## src/rtl/cnn_pkg.sv

```systemverilog
// Shared definitions for the feature-map browsing blocks.
package cnn_pkg;

    localparam int DATA_SIZE = 8;

    typedef enum logic {
        MANUAL = 1'b0,
        AUTO   = 1'b1
    } nav_state_t;

endpackage

```

## src/rtl/edge_pulse.sv

```systemverilog
// Rising-edge detector: one-cycle pulse when a synchronous level goes 0 -> 1.
module edge_pulse (
    input  logic clk,
    input  logic reset_n,
    input  logic level,
    output logic pulse
);

    logic prev;

    // History resets to 1 so a level already high at reset release gives no pulse.
    always_ff @(posedge clk or negedge reset_n) begin
        if (!reset_n) begin
            prev <= 1'b1;
        end else begin
            prev <= level;
        end
    end

    assign pulse = level & ~prev;

endmodule

```

## src/rtl/feature_nav.sv

```systemverilog
// Button-driven browser over a flattened CHANNELS x SIZE x SIZE feature map,
// with a manual mode (saturating steps) and an auto-scan mode (wrapping steps).
module feature_nav #(
    parameter int CHANNELS  = 4,
    parameter int SIZE      = 5,
    parameter int DATA_SIZE = cnn_pkg::DATA_SIZE,
    parameter int TICK_DIV  = 50_000_000,
    localparam int CW = (CHANNELS > 1) ? $clog2(CHANNELS) : 1,
    localparam int PW = (SIZE > 1) ? $clog2(SIZE) : 1
) (
    input  logic                                   clk,
    input  logic                                   reset_n,
    input  logic [CHANNELS*SIZE*SIZE*DATA_SIZE-1:0] fmap,
    input  logic                                   btn_next,
    input  logic                                   btn_prev,
    input  logic                                   btn_home,
    input  logic                                   btn_auto,
    output logic [CW-1:0]                          ch,
    output logic [PW-1:0]                          row,
    output logic [PW-1:0]                          col,
    output logic signed [DATA_SIZE-1:0]            value,
    output logic                                   changed,
    output logic                                   auto_on,
    output logic                                   at_first,
    output logic                                   at_last,
    output cnn_pkg::nav_state_t                    state_dbg
);

    import cnn_pkg::*;

    localparam int N  = CHANNELS * SIZE * SIZE;
    localparam int IW = (N > 1) ? $clog2(N) : 1;
    localparam int TW = $clog2(TICK_DIV);

    localparam logic [CW-1:0] CH_MAX   = CW'(CHANNELS - 1);
    localparam logic [PW-1:0] POS_MAX  = PW'(SIZE - 1);
    localparam logic [TW-1:0] TICK_MAX = TW'(TICK_DIV - 1);

    logic next_p, prev_p, home_p, auto_p;

    edge_pulse u_next (.clk(clk), .reset_n(reset_n), .level(btn_next), .pulse(next_p));
    edge_pulse u_prev (.clk(clk), .reset_n(reset_n), .level(btn_prev), .pulse(prev_p));
    edge_pulse u_home (.clk(clk), .reset_n(reset_n), .level(btn_home), .pulse(home_p));
    edge_pulse u_auto (.clk(clk), .reset_n(reset_n), .level(btn_auto), .pulse(auto_p));

    nav_state_t      state, state_n;
    logic [CW-1:0]   ch_n, ch_f, ch_b;
    logic [PW-1:0]   row_n, row_f, row_b;
    logic [PW-1:0]   col_n, col_f, col_b;
    logic [TW-1:0]   tick, tick_n;
    logic            moved_q;
    logic            move;
    logic [IW-1:0]   flat;
    logic signed [DATA_SIZE-1:0] elem [N];

    assign at_first  = (ch == '0) && (row == '0) && (col == '0);
    assign at_last   = (ch == CH_MAX) && (row == POS_MAX) && (col == POS_MAX);
    assign auto_on   = (state == AUTO);
    assign state_dbg = state;

    // Forward and backward neighbours, both wrapping; carries are explicit compares.
    always_comb begin
        ch_f  = ch;
        row_f = row;
        col_f = col;
        if (col != POS_MAX) begin
            col_f = col + PW'(1);
        end else begin
            col_f = '0;
            if (row != POS_MAX) begin
                row_f = row + PW'(1);
            end else begin
                row_f = '0;
                ch_f  = (ch != CH_MAX) ? ch + CW'(1) : '0;
            end
        end
    end

    always_comb begin
        ch_b  = ch;
        row_b = row;
        col_b = col;
        if (col != '0) begin
            col_b = col - PW'(1);
        end else begin
            col_b = POS_MAX;
            if (row != '0) begin
                row_b = row - PW'(1);
            end else begin
                row_b = POS_MAX;
                ch_b  = (ch != '0) ? ch - CW'(1) : CH_MAX;
            end
        end
    end

    // Priority: home, then auto toggle, then a lone next/prev, then the scan tick.
    always_comb begin
        state_n = state;
        ch_n    = ch;
        row_n   = row;
        col_n   = col;
        tick_n  = tick;
        if (home_p) begin
            state_n = MANUAL;
            ch_n    = '0;
            row_n   = '0;
            col_n   = '0;
            tick_n  = '0;
        end else if (auto_p) begin
            state_n = (state == MANUAL) ? AUTO : MANUAL;
            tick_n  = '0;
        end else if (next_p ^ prev_p) begin
            if (state == AUTO) begin
                tick_n = '0;
                if (next_p) begin
                    ch_n = ch_f; row_n = row_f; col_n = col_f;
                end else begin
                    ch_n = ch_b; row_n = row_b; col_n = col_b;
                end
            end else if (next_p && !at_last) begin
                ch_n = ch_f; row_n = row_f; col_n = col_f;
            end else if (prev_p && !at_first) begin
                ch_n = ch_b; row_n = row_b; col_n = col_b;
            end
        end else if (state == AUTO) begin
            if (tick == TICK_MAX) begin
                tick_n = '0;
                ch_n = ch_f; row_n = row_f; col_n = col_f;
            end else begin
                tick_n = tick + TW'(1);
            end
        end
    end

    assign move = (ch_n != ch) || (row_n != row) || (col_n != col);

    always_comb begin
        for (int e = 0; e < N; e++) begin
            elem[e] = fmap[e*DATA_SIZE +: DATA_SIZE];
        end
        flat = IW'(ch) * IW'(SIZE * SIZE) + IW'(row) * IW'(SIZE) + IW'(col);
    end

    // moved_q resets high so the first cycle after release reports the initial value.
    always_ff @(posedge clk or negedge reset_n) begin
        if (!reset_n) begin
            state   <= MANUAL;
            ch      <= '0;
            row     <= '0;
            col     <= '0;
            tick    <= '0;
            moved_q <= 1'b1;
            value   <= '0;
            changed <= 1'b0;
        end else begin
            state   <= state_n;
            ch      <= ch_n;
            row     <= row_n;
            col     <= col_n;
            tick    <= tick_n;
            moved_q <= move;
            value   <= elem[flat];
            changed <= moved_q;
        end
    end

endmodule

```

## config.mk

```make
export PLATFORM = sky130hd
export DESIGN_NAME = feature_nav
export DESIGN_NICKNAME = d
export VERILOG_FILES = /design/src/rtl/cnn_pkg.sv /design/src/rtl/edge_pulse.sv /design/src/rtl/feature_nav.sv
export SDC_FILE = /design/constraint.sdc
export NUM_CORES = 1
export LEC_CHECK = 0
export ABC_AREA = 1
export CORE_AREA = 2 2 322 324
export DETAILED_ROUTE_END_ITERATION = 6
export DIE_AREA = 0 0 324 326
export PLACE_DENSITY_LB_ADDON = 0.1
export SETUP_SLACK_MARGIN = 0.3
export SLEW_MARGIN = 20
export SYNTH_ARGS = -nofsm -noshare
export SYNTH_HDL_FRONTEND = slang
export SYNTH_HIERARCHICAL = 1
export SYNTH_SLANG_ARGS = --single-unit
```

## constraint.sdc

```tcl
create_clock -name clk -period 8.5 [get_ports clk]
set_clock_uncertainty 0.2 [all_clocks]
set_input_delay 2.55 -clock clk [delete_from_list [all_inputs] [get_ports clk]]
set_output_delay 2.55 -clock clk [all_outputs]
set_load 0.02 [all_outputs]
```

Word-level counts from Yosys, hierarchy flattened:

Index checks and enable logic that the tools add are counted.

* output and inout port bits: 21
* logic and storage cells: 113
* register bits after elaboration: 49
* input port bits: 806

* bitwise gates (word level): 10
* muxes and demuxes: 51
* add/sub/neg operators: 9
* equality and inequality tests: 10
* order comparisons: 1
* multipliers: 2
* reductions and logical operators: 18

Operators with widths (number)
* $mux W26: 6
* $mux W3: 24
* $bmux W8 S7: 1
* $mux W2: 15
* $add A26 B1 Y26 const B: 1
* $eq A26 B26 Y1 const B: 1
* $mux W8: 2
* $reduce_bool A3 Y1: 3
* $ge A8 B8 Y1 const B: 1
* $not A7 Y8: 1
* $add A7 B3 Y7: 1
* $add A7 B6 Y7: 1
* $mul A2 B5 Y7 const B: 1
* $add A3 B1 Y3 const B: 2
* $eq A3 B3 Y1 const B: 2
* $logic_and A1 B1 Y1: 6
* $logic_not A3 Y1: 2
* $mul A3 B3 Y6 const B: 1
* $ne A3 B3 Y1: 2
* $ne A3 B3 Y1 const B: 2
* $sub A3 B1 Y3 const B: 2
* $and A1 B1 Y1: 4
* $not A1 Y1: 4
* $reduce_bool A2 Y1: 2
* other kinds (10): 14

Depth between registers and ports, before layout:

Gate-level depths: netlist of the first run.

* depth in word-level cells: 14
* mapped depth: 21
* gate-level depth less buffers: 21

Modules after synthesis:

The synthesis of the first run kept the hierarchy.

By module, submodules not included
* feature_nav: instances 1, sequential area each 1127.3 um^2, area an instance 10741.6 um^2, cells an instance 2007
* edge_pulse: instances 4, sequential area each 26.3 um^2, area an instance 36.3 um^2, cells an instance 3

Worst setup path before layout of the first run:

OpenSTA, ideal clock, no wires.

* kind: register -> output
* from: register row[1]
* to: output port at_last
* cell stages (with the launch flop): 7
* arrival time: 1.499 ns
* data required time: 5.750 ns
* setup slack: 4.251 ns
* path buffers: 0
* cell sequence: dfrtp_1 > inv_1 > ha_1 > nand2_1 > inv_1 > nand2_2 > nor2_1

* longest elaborated chain between the ends: 3

Ends and longest elaborated chain
* from (decl): RTL line feature_nav.sv:19 `output logic [PW-1:0] row,`
* from (signal assigned): RTL line feature_nav.sv:158 `row <= row_n;`
* $eq A3 B3 Y1: RTL line feature_nav.sv:57 `assign at_last = (ch == CH_MAX) && (row == POS_MAX) && (col == POS_MAX);`
* $logic_and A1 B1 Y1 (2 in a row): RTL line feature_nav.sv:57
* to (decl): RTL line feature_nav.sv:25 `output logic at_last,`

No other way between the ends.

Worst setup path in the final report of the first run:

* from: input port btn_next
* to: register moved_q

* longest elaborated chain between the ends: 10
* elaborated cells on any way between the ends: 26

Ends and longest elaborated chain
* from (decl): RTL line feature_nav.sv:14 `input logic btn_next,`
* $and A1 B1 Y1 (*): RTL line edge_pulse.sv:20 `assign pulse = level & ~prev;`
* via next_p: RTL line feature_nav.sv:39 `logic next_p, prev_p, home_p, auto_p;`
* $logic_and A1 B1 Y1: RTL line feature_nav.sv:120 `end else if (next_p && !at_last) begin`
* $mux W3 / $mux W2 (equally long branches): RTL line feature_nav.sv:120
* $mux W3 / $mux W2 (equally long branches): RTL line feature_nav.sv:113 `if (state == AUTO) begin`
* $mux W3 / $mux W2 (equally long branches): RTL line feature_nav.sv:112 `end else if (next_p ^ prev_p) begin`
* $mux W3 / $mux W2 (equally long branches): RTL line feature_nav.sv:109 `end else if (auto_p) begin`
* $mux W3 / $mux W2 (equally long branches): RTL line feature_nav.sv:103 `if (home_p) begin`
* $ne A3 B3 Y1 / $ne A2 B2 Y1 (equally long branches): RTL line feature_nav.sv:135 `assign move = (ch_n != ch) || (row_n != row) || (col_n != col);`
* $logic_or A1 B1 Y1: RTL line feature_nav.sv:135
* $logic_or A1 B1 Y1 (*): RTL line feature_nav.sv:135
* via move: RTL line feature_nav.sv:52 `logic move;`
* to (signal assigned): RTL line feature_nav.sv:161 `moved_q <= move;`
* to (decl): RTL line feature_nav.sv:51 `logic moved_q;`

Mark *: on every way through the listed nets, which the timed path passes. The rest lies on a longest branch.
A chain may end at the register's enable or synchronous reset.

==> results of run 1 <==
[logic make-up after synthesis]
logic type / count (synthesis)
buf+inv: 258
flops: 49
fa+ha+maj: 27
compound gates: 748
simple gates: 921
xor+xnor: 16
[power by group]
group | internal [uW] | switching, uW
clock | 114 | 117
combinational | 2380 | 5850
sequential | 276 | 45.1
[sequential cells by signal, indices dropped and copies added, names as in the netlist]
name	count
value	8
tick	26
col	3
u_next/prev	1
u_auto/prev	1
moved_q	1
changed	1
row	3
auto_on	1
ch	2
u_home/prev	1
u_prev/prev	1
[cell type report]
cell class                      count  area, sq um
Antenna cell                       33         82.6
Clock buffer                        5          125
Clock inverter                      3         28.8
Fill cell                       11800        82000
Inverter                           79          325
Multi-Input combinational cell   1712         8640
Sequential cell                    49         1230
Tap cell                         1380         1730
Timing Repair Buffer              848         8480
[worst reg2reg max path: stages, from the launching register on]
cell	delay, ns
dfrtp_1	0.65
ha_1	0.35
ha_4	0.16
inv_1	0.07
fa_4	0.89
inv_6	0.74
buf_4	0.56
o21ai_0	0.20
o22ai_1	0.41
nand2_1	0.19
nand3_1	0.13
nand2_1	0.07
a21oi_1	0.26
o21ai_0	0.14
a31oi_1	0.21
[per-layer routing]
| layer | vias to the layer above | part of all wire | global-route usage |
|---|---|---|---|
| met4 | 32 | 0.018 | 0.0484 |
| met2 | 661 | 0.51 | 0.325 |
| met5 | - | 0.0021 | 0 |
| met3 | 93 | 0.081 | 0.0542 |
| li1 | 8461 | - | - |
| met1 | 8460 | 0.38 | 0.199 |
[worst max path at each step]
stage               cells past startpoint  slack [ns]  endpoint
floorplan                               6        4.25   at_last
global placement                       20        2.68   moved_q
detailed placement                     20        2.80   moved_q
CTS                                    14        2.79  value[1]
global route                           14        2.72  value[1]
finish                                 20        3.17   moved_q
[layout by cell type, fill, tap and decap left out, types with 3 or more instances in the layout]
cell type,count
a21oi_1,42
a31oi_1,4
buf_12,4
buf_4,18
clkbuf_16,5
clkdlybuf4s50_1,825
clkinv_1,5
dfrtp_1,44
dfstp_2,5
diode_2,33
ha_1,21
inv_1,67
inv_2,3
nand2_1,270
nand2_2,5
nand3_1,120
nand4_1,10
nor2_1,477
nor2_2,7
nor2_4,3
nor3_1,14
nor3b_1,4
o211ai_1,20
o21ai_0,452
o21ai_1,3
o221ai_1,67
o22ai_1,145
o31ai_1,4
xnor2_1,3
xor2_1,10
[stage by stage]
| stage | total power [uW] | hold slack [ns] | setup slack, ns | util |
|---|---|---|---|---|
| after global placement | 8890 | 0.200 | 2.68 | 0.199 |
| final | 8780 | 0.202 | 3.17 | 0.201 |
| after floorplan | 4970 | 0.179 | 4.25 | - |
| after CTS | 9170 | 0.208 | 2.79 | 0.200 |
| after detailed placement | 8880 | 0.198 | 2.80 | 0.199 |
| after global routing | 9720 | 0.209 | 2.72 | 0.201 |
==> Implementation_results.wiki, run 1 <==
{| class="wikitable"
! Metric !! Value
|-
| Synthesis Warnings || 6
|-
| Post-Place Cell Area || 0.0204 sq mm
|-
| Capture endpoint of the worst hold path || changed
|-
| Number of enable flip-flop cells after synthesis || 0
|-
| Syn_area_per_cell || 5.39 sq um
|-
| Die Width || 324 microns
|-
| Placed wire-length estimate || 80,200 microns
|-
| Async S/R FF share, synth || 1.00
|-
| Fin. Hold Viols || 0
|-
| Number of iterations in the first detailed-routing pass || 5
|-
| Synthesized flop and latch total || 49
|-
| Residual antenna-violating net count after detailed routing || 0
|-
| Total setup violations reported at the end of the flow || 0
|-
| Average routed wire per standard cell || 24.2 microns
|-
| Count of non-filler cells in the finished layout || 4,109
|-
| Finished Cell Area || 0.0206 sq mm
|-
| Hold Path Class || reg2reg
|-
| Total DRC errors in the routed layout || 0
|-
| Total number of placement rows || 118
|-
| Simple-gate area share of the yosys netlist || 0.346
|-
| Post-Syn Instances || 2,019
|-
| Critical Path RT || 8.56 ns
|-
| Clock period minus final worst setup slack || 5.33 ns
|-
| Worst voltage drop across the vdd grid || 0.309 mV
|-
| Overall track demand over capacity in global routing || 0.179
|-
| Xor/xnor cell area share of the yosys netlist || 0.0146
|-
| Max-Slew Margin vs Limit || 0.351
|-
| Number of cells in the design after placement || 4,068
|-
| Endpoint of the worst register-to-register path || value[1]
|-
| Multiplexer fraction of the synthesized cell area || 0
|-
| Standard cell with the maximum stage delay on the critical path || clkdlybuf4s50_1
|-
| Syn nets || 2,852
|-
| Largest net degree at the start of global routing || 173
|-
| Setup repair bufs after CTS || 0
|-
| Portion of the post-synthesis area used by sequential elements || 0.113
|-
| Outcome || completed
|-
| Max-Cap Viols || 0
|-
| Max Root-Sink Buffers || 2
|-
| Post-synthesis adder-cell area fraction || 0.0338
|-
| Die outline area || 0.106 sq mm
|-
| Most common cell in the netlist || nor2_1
|-
| Kind of cell with the highest combined delay on the critical path || simple AND/OR/NAND/NOR gates
|-
| Source of the worst hold timing path || moved_q
|-
| Number of sinks handled by clock tree synthesis || 49
|-
| # H-tree levels || 2
|-
| Number of global-route vias before repair || 18,400
|-
| Post-CTS Hold Buffers || 0
|-
| Total length of routed wires || 99,600 microns
|-
| CTS tree || built
|-
| Layout overhead on the synthesized area || 89.6%
|-
| Total number of vias || 17,700
|-
| Largest area contributor in the netlist || o21ai_0
|-
| Most prevalent standard cell on the critical path || nand2_1
|-
| Arrival time worst endpoint || 5.39 ns
|-
| Final slew viol count || 0
|-
| Final #Nets || 3,528
|-
| Leading register cell type out of synthesis || dfrtp_1
|-
| Leakage component of the power || 0.00740 uW
|-
| CTS buffer count || 5
|-
| Kind of critical path || in2reg
|-
| Portion of synthesized cell area occupied by the leading cell type || 0.208
|-
| Delay of the slowest cell on the worst path || 0.49 ns
|-
| Critical path fanouts, max || 11
|-
| Pwr dens || 425 mW/mm^2
|-
| CTS-repair resized insts || 0
|-
| Clock edge transition at the registers on the reported setup and hold paths || 0.09 ns
|-
| Launching instance or port of the critical path || btn_next
|-
| Worst-skew pair later-pin latency || 0.32 ns
|-
| Number of vias per cell after detailed routing || 4.31
|-
| Share of the clock period used by the worst path after layout || 0.627
|-
| Register-to-Register Setup Slack || 3.18 ns
|-
| Synth cell count leaders || nor2_1 (477), o21ai_0 (452), nand2_1 (270)
|-
| R2r worst-path depth || 14
|-
| Number of distinct library cells after synthesis || 51
|-
| Aggregate global routing overflow || 0
|-
| Wire length of the first global-routing pass || 136,000 microns
|-
| Starting Density || 0.106
|-
| Fraction of the mapped netlist area in compound gates || 0.393
|-
| Number of top-level design ports || 827
|-
| Hold-critical path depth || 0
|-
| Highest achievable clock rate || 0.188 GHz
|-
| Number of I/O port buffers || 826
|-
| Synthesized area || 0.0109 sq mm
|-
| Reg-to-Reg Start || ch[0]
|-
| Number of antenna violations at the first check in global routing || 55
|-
| RSZ-0062 raised after global routing || false
|-
| Tightest Pin Transition || 0.974 ns
|-
| Number of buffers and inverters on the critical path || 5
|-
| Total Negative Setup Slacks || 0 ns
|-
| Largest family of logic cells by synthesized area || compound AO/OA/AOI/OAI gates
|-
| Cell at the root of the clock tree || clkbuf_16
|-
| Routability congestion estimate from global placement || 0.883
|-
| Area inside the core boundary || 0.103 sq mm
|-
| Fraction of final layout cells sized beyond drive strength 1 || 0.0274
|-
| Area contributors post-synth || o21ai_0 (21%), nor2_1 (16%), dfrtp_1 (10%)
|-
| Setup crit end kind || flip-flop
|-
| Vertical die dimension || 326 microns
|-
| Detailed Route Iter0 Violations || 993
|-
| Kind of launch point of the worst setup path || primary input
|-
| List of cells traversed by the critical path || clkdlybuf4s50_1 -> inv_1 -> nor2_2 -> clkinv_1 -> a21oi_1 -> nand2_1 -> nand2_1 -> inv_1 -> nand2_1 -> nand2_1 -> nand2_1 -> nand2_1 -> nand2_1 -> nand2_1 -> nand2_1 -> nand2_1 -> inv_1 -> nand2_1 -> nor2_1 -> nand2_1
|}
Note: power is estimated with default switching activity, not from simulation.
==> inputs of run 2 (changes only) <==
CORE_AREA = 2 2 318 320   (was 2 2 322 324)
DIE_AREA = 0 0 320 322   (was 0 0 324 326)
clock period = 4.3 ns   (was 8.5 ns; I/O delays follow)
==> run 2 against run 1 <==
  * Clock power rose by 89%
  * Sequential share of layout area fell by 0.38 points
  * Routed wire length rose by 6.8%
  * Highest routed layer unchanged
  * Worst setup slack got worse by 2.8 ns
  * Combinational power rose by 140%
  * Core utilization rose by 2.0 points
  * Via count rose by 3.3%
==> Implementation_results.wiki, run 2 (synthesis gave the netlist of run 1 again) <==
{| class="wikitable"
! Metric !! Value
|-
| RSZ-0062 raised after global routing || false
|-
| Standard cell with the maximum stage delay on the critical path || clkdlybuf4s50_1
|-
| Total number of vias || 18,300 (+3.3%)
|-
| Residual antenna-violating net count after detailed routing || 0 (unchanged)
|-
| Fin. Hold Viols || 0 (unchanged)
|-
| Average routed wire per standard cell || 25.8 microns (+6.4%)
|-
| Most common cell after layout, fill and taps aside || clkdlybuf4s50_1
|-
| Final slew viol count || 0 (unchanged)
|-
| Max Root-Sink Buffers || 2 (unchanged)
|-
| Number of iterations in the first detailed-routing pass || 5 (unchanged)
|-
| Number of sinks handled by clock tree synthesis || 49 (unchanged)
|-
| Routability congestion estimate from global placement || 0.892 (+1.1%)
|-
| Critical path fanouts, max || 8 (-3)
|-
| Number of top-level design ports || 827 (unchanged)
|-
| Power share of the clock group || 0.021 (-0.005)
|-
| Arrival time worst endpoint || 2.39 ns (-3.00 ns)
|-
| Clock period minus final worst setup slack || 3.88 ns
|-
| Footprint of the flip-flops and latches || 0.00123 sq mm (unchanged)
|-
| Hold-critical path depth || 0 (unchanged)
|-
| Total setup violations reported at the end of the flow || 0 (unchanged)
|-
| Worst Setup Slack, final || 0.416 ns (-2.75 ns)
|-
| Aggregate global routing overflow || 0 (unchanged)
|-
| R2r worst-path depth || 13 (-1)
|-
| Number of flip-flops under the largest register name || 26 (unchanged)
|-
| Kind of critical path || reg2out
|-
| Highest achievable clock rate || 0.257 GHz
|-
| List of cells traversed by the critical path || inv_1 -> ha_2 -> nand3_1 -> nor2_2 -> clkdlybuf4s50_1
|-
| Post-CTS Hold Buffers || 0 (unchanged)
|-
| Total number of placement rows || 116 (-1.7%)
|-
| Leakage component of the power || 0.00814 uW (+10%)
|-
| Worst-skew pair later-pin latency || 0.31 ns (about the same)
|-
| Number of buffers and inverters on the critical path || 2 (-3)
|-
| Overall track demand over capacity in global routing || 0.191 (+0.0120)
|-
| Combinational power share || 0.950 (+0.013)
|-
| Placed wire-length estimate || 84,600 microns (+5.5%)
|-
| Max-Slew Margin vs Limit || 0.373 (+0.0227)
|-
| Setup crit end kind || output pin
|-
| Commonest cells after routing, fill and taps aside || clkdlybuf4s50_1 (824), nor2_1 (475), o21ai_0 (442)
|-
| Fraction of final layout cells sized beyond drive strength 1 || 0.0762 (+0.0487)
|-
| Setup Slack @ Placement || 0.0548 ns (-2.75 ns)
|-
| Number of global-route vias before repair || 18,800 (+2.6%)
|-
| P_sw || 13,100 uW (+120%)
|-
| Total Negative Setup Slacks || 0 ns (unchanged)
|-
| Max-Cap Viols || 0 (unchanged)
|-
| Hold Path Class || reg2reg
|-
| Pwr dens || 948 mW/mm^2 (+120%)
|-
| Total internal power || 7750 uW (+180%)
|-
| Endpoint of the worst register-to-register path || value[2]
|-
| Outcome || completed
|-
| Capture endpoint of the worst hold path || changed
|-
| CTS tree || built
|-
| Die outline area || 0.103 sq mm (-2.4%)
|-
| Area inside the core boundary || 0.0996 sq mm (-3.0%)
|-
| Source of the worst hold timing path || moved_q
|-
| # H-tree levels || 2 (unchanged)
|-
| Tightest Pin Transition || 0.930 ns (-0.0439 ns)
|-
| Number of antenna violations at the first check in global routing || 39 (-29%)
|-
| Filler Cell Count || 11,400 (-3.5%)
|-
| CTS buffer count || 5 (unchanged)
|-
| Cell at the root of the clock tree || clkbuf_16
|-
| Detailed Route Iter0 Violations || 1,045 (+5.2%)
|-
| Kind of cell with the highest combined delay on the critical path || buffers and inverters
|-
| Fraction of power spent switching nets || 0.629 (-0.0556)
|-
| Layout overhead on the synthesized area || 102%
|-
| Part of the power in registers || 0.029 (-0.008)
|-
| Die Width || 320 microns (-1.2%)
|-
| Registers with the highest flip-flop counts || tick: 26 flops, value: 8 flops
|-
| Number of vias per cell after detailed routing || 4.44 (+2.9%)
|-
| Vertical die dimension || 322 microns (-1.2%)
|-
| Reg-to-Reg Start || row[0]
|-
| Delay of the slowest cell on the worst path || 0.66 ns (+0.17 ns)
|-
| Top reg by flops || tick
|-
| Number of cells on the critical path || 5 (-75%)
|-
| Clock edge transition at the registers on the reported setup and hold paths || 0.07 ns (-0.02 ns)
|-
| Register-to-Register Setup Slack || 0.43 ns (-2.75 ns)
|-
| Total DRC errors in the routed layout || 0 (unchanged)
|-
| Starting Density || 0.109 (+0.00325)
|-
| Area of combinational cells with multiple inputs || 0.00884 sq mm (+2.3%)
|-
| Number of I/O port buffers || 826 (unchanged)
|-
| Wire length of the first global-routing pass || 142,000 microns (+3.9%)
|-
| Critical Path RT || 2.81 ns (-5.75 ns)
|-
| Kind of launch point of the worst setup path || flip-flop
|-
| Total length of routed wires || 106,000 microns (+6.8%)
|-
| Largest net degree at the start of global routing || 111 (-36%)
|-
| Final #Nets || 3,628 (+2.8%)
|-
| Worst voltage drop across the vdd grid || 0.419 mV (+36%)
|-
| Share of the clock period used by the worst path after layout || 0.903
|}
-- run 2: cell types whose count changed in the layout (fill, tap and decap cells not counted), moves of 6 or more --
cell	delta
o21ai_1	+9
buf_12	+14
buf_16	+6
a21oi_2	+6
o22ai_1	-10
o22ai_2	+10
buf_4	+62
buf_6	+7
o21ai_0	-10
clkbuf_16	+9
a21oi_1	-7
-- run 2: power groups by stage --
stage | sequential [uW] | clock, uW | combinational, uW
final | 615 | 437 | 19800
after global routing | 627 | 478 | 21600
after CTS | 624 | 470 | 18500
after detailed placement | 633 | 0 | 17800
after global placement | 634 | 0 | 17800
after floorplan | 664 | 0 | 9160
-- run 2: what timing repair did --
item / 4_1_cts / 5_1_grt
setup buffers: 2 / 14
pin swaps: 2 / 25
resized for setup: 15 / 72
cloned: 3 / 10
endpoints found under the setup margin: 10 / 10
-- run 2: layout make-up --
| type | instances | area share |
|---|---|---|
| inverters | 79 | 0.0165 |
| clock inverters | 3 | 0.00114 |
| repair inverters | 1 | 0.000511 |
| clock buffers | 5 | 0.00568 |
| flip-flops and latches | 49 | 0.0559 |
| repair buffers | 947 | 0.442 |
| multi-input cells | 1712 | 0.401 |
| well taps | 1298 | 0.0737 |
| diodes | 30 | 0.00341 |
-- run 2: how the worst max path moves through the flow --
stage	slack [ns]	start	end
floorplan	0.54	row[0]	value[4]
global placement	0.01	ch[1]	value[5]
detailed placement	0.05	col[1]	value[5]
CTS	0.26	col[1]	value[5]
global route	0.30	row[0]	value[1]
finish	0.42	row[1]	at_first
-- run 2: per-layer routing --
layer	vias up	global-route usage	share of wire
li1	8674	-	-
met1	8784	0.221	0.41
met2	736	0.341	0.50
met3	82	0.0480	0.066
met4	18	0.0616	0.021
met5	-	0	0.0011
-- run 2: through the flow --
step	area, sq um	total power, uW	cells	hold slack [ns]	util
after floorplan	10900	9820	2019	0.179	-
after global placement	21000	18500	4057	0.182	0.211
after detailed placement	21000	18400	4057	0.184	0.211
after CTS	21300	19600	4070	0.194	0.214
after global routing	22000	22700	4119	0.197	0.221
final	22000	20900	4124	0.192	0.221
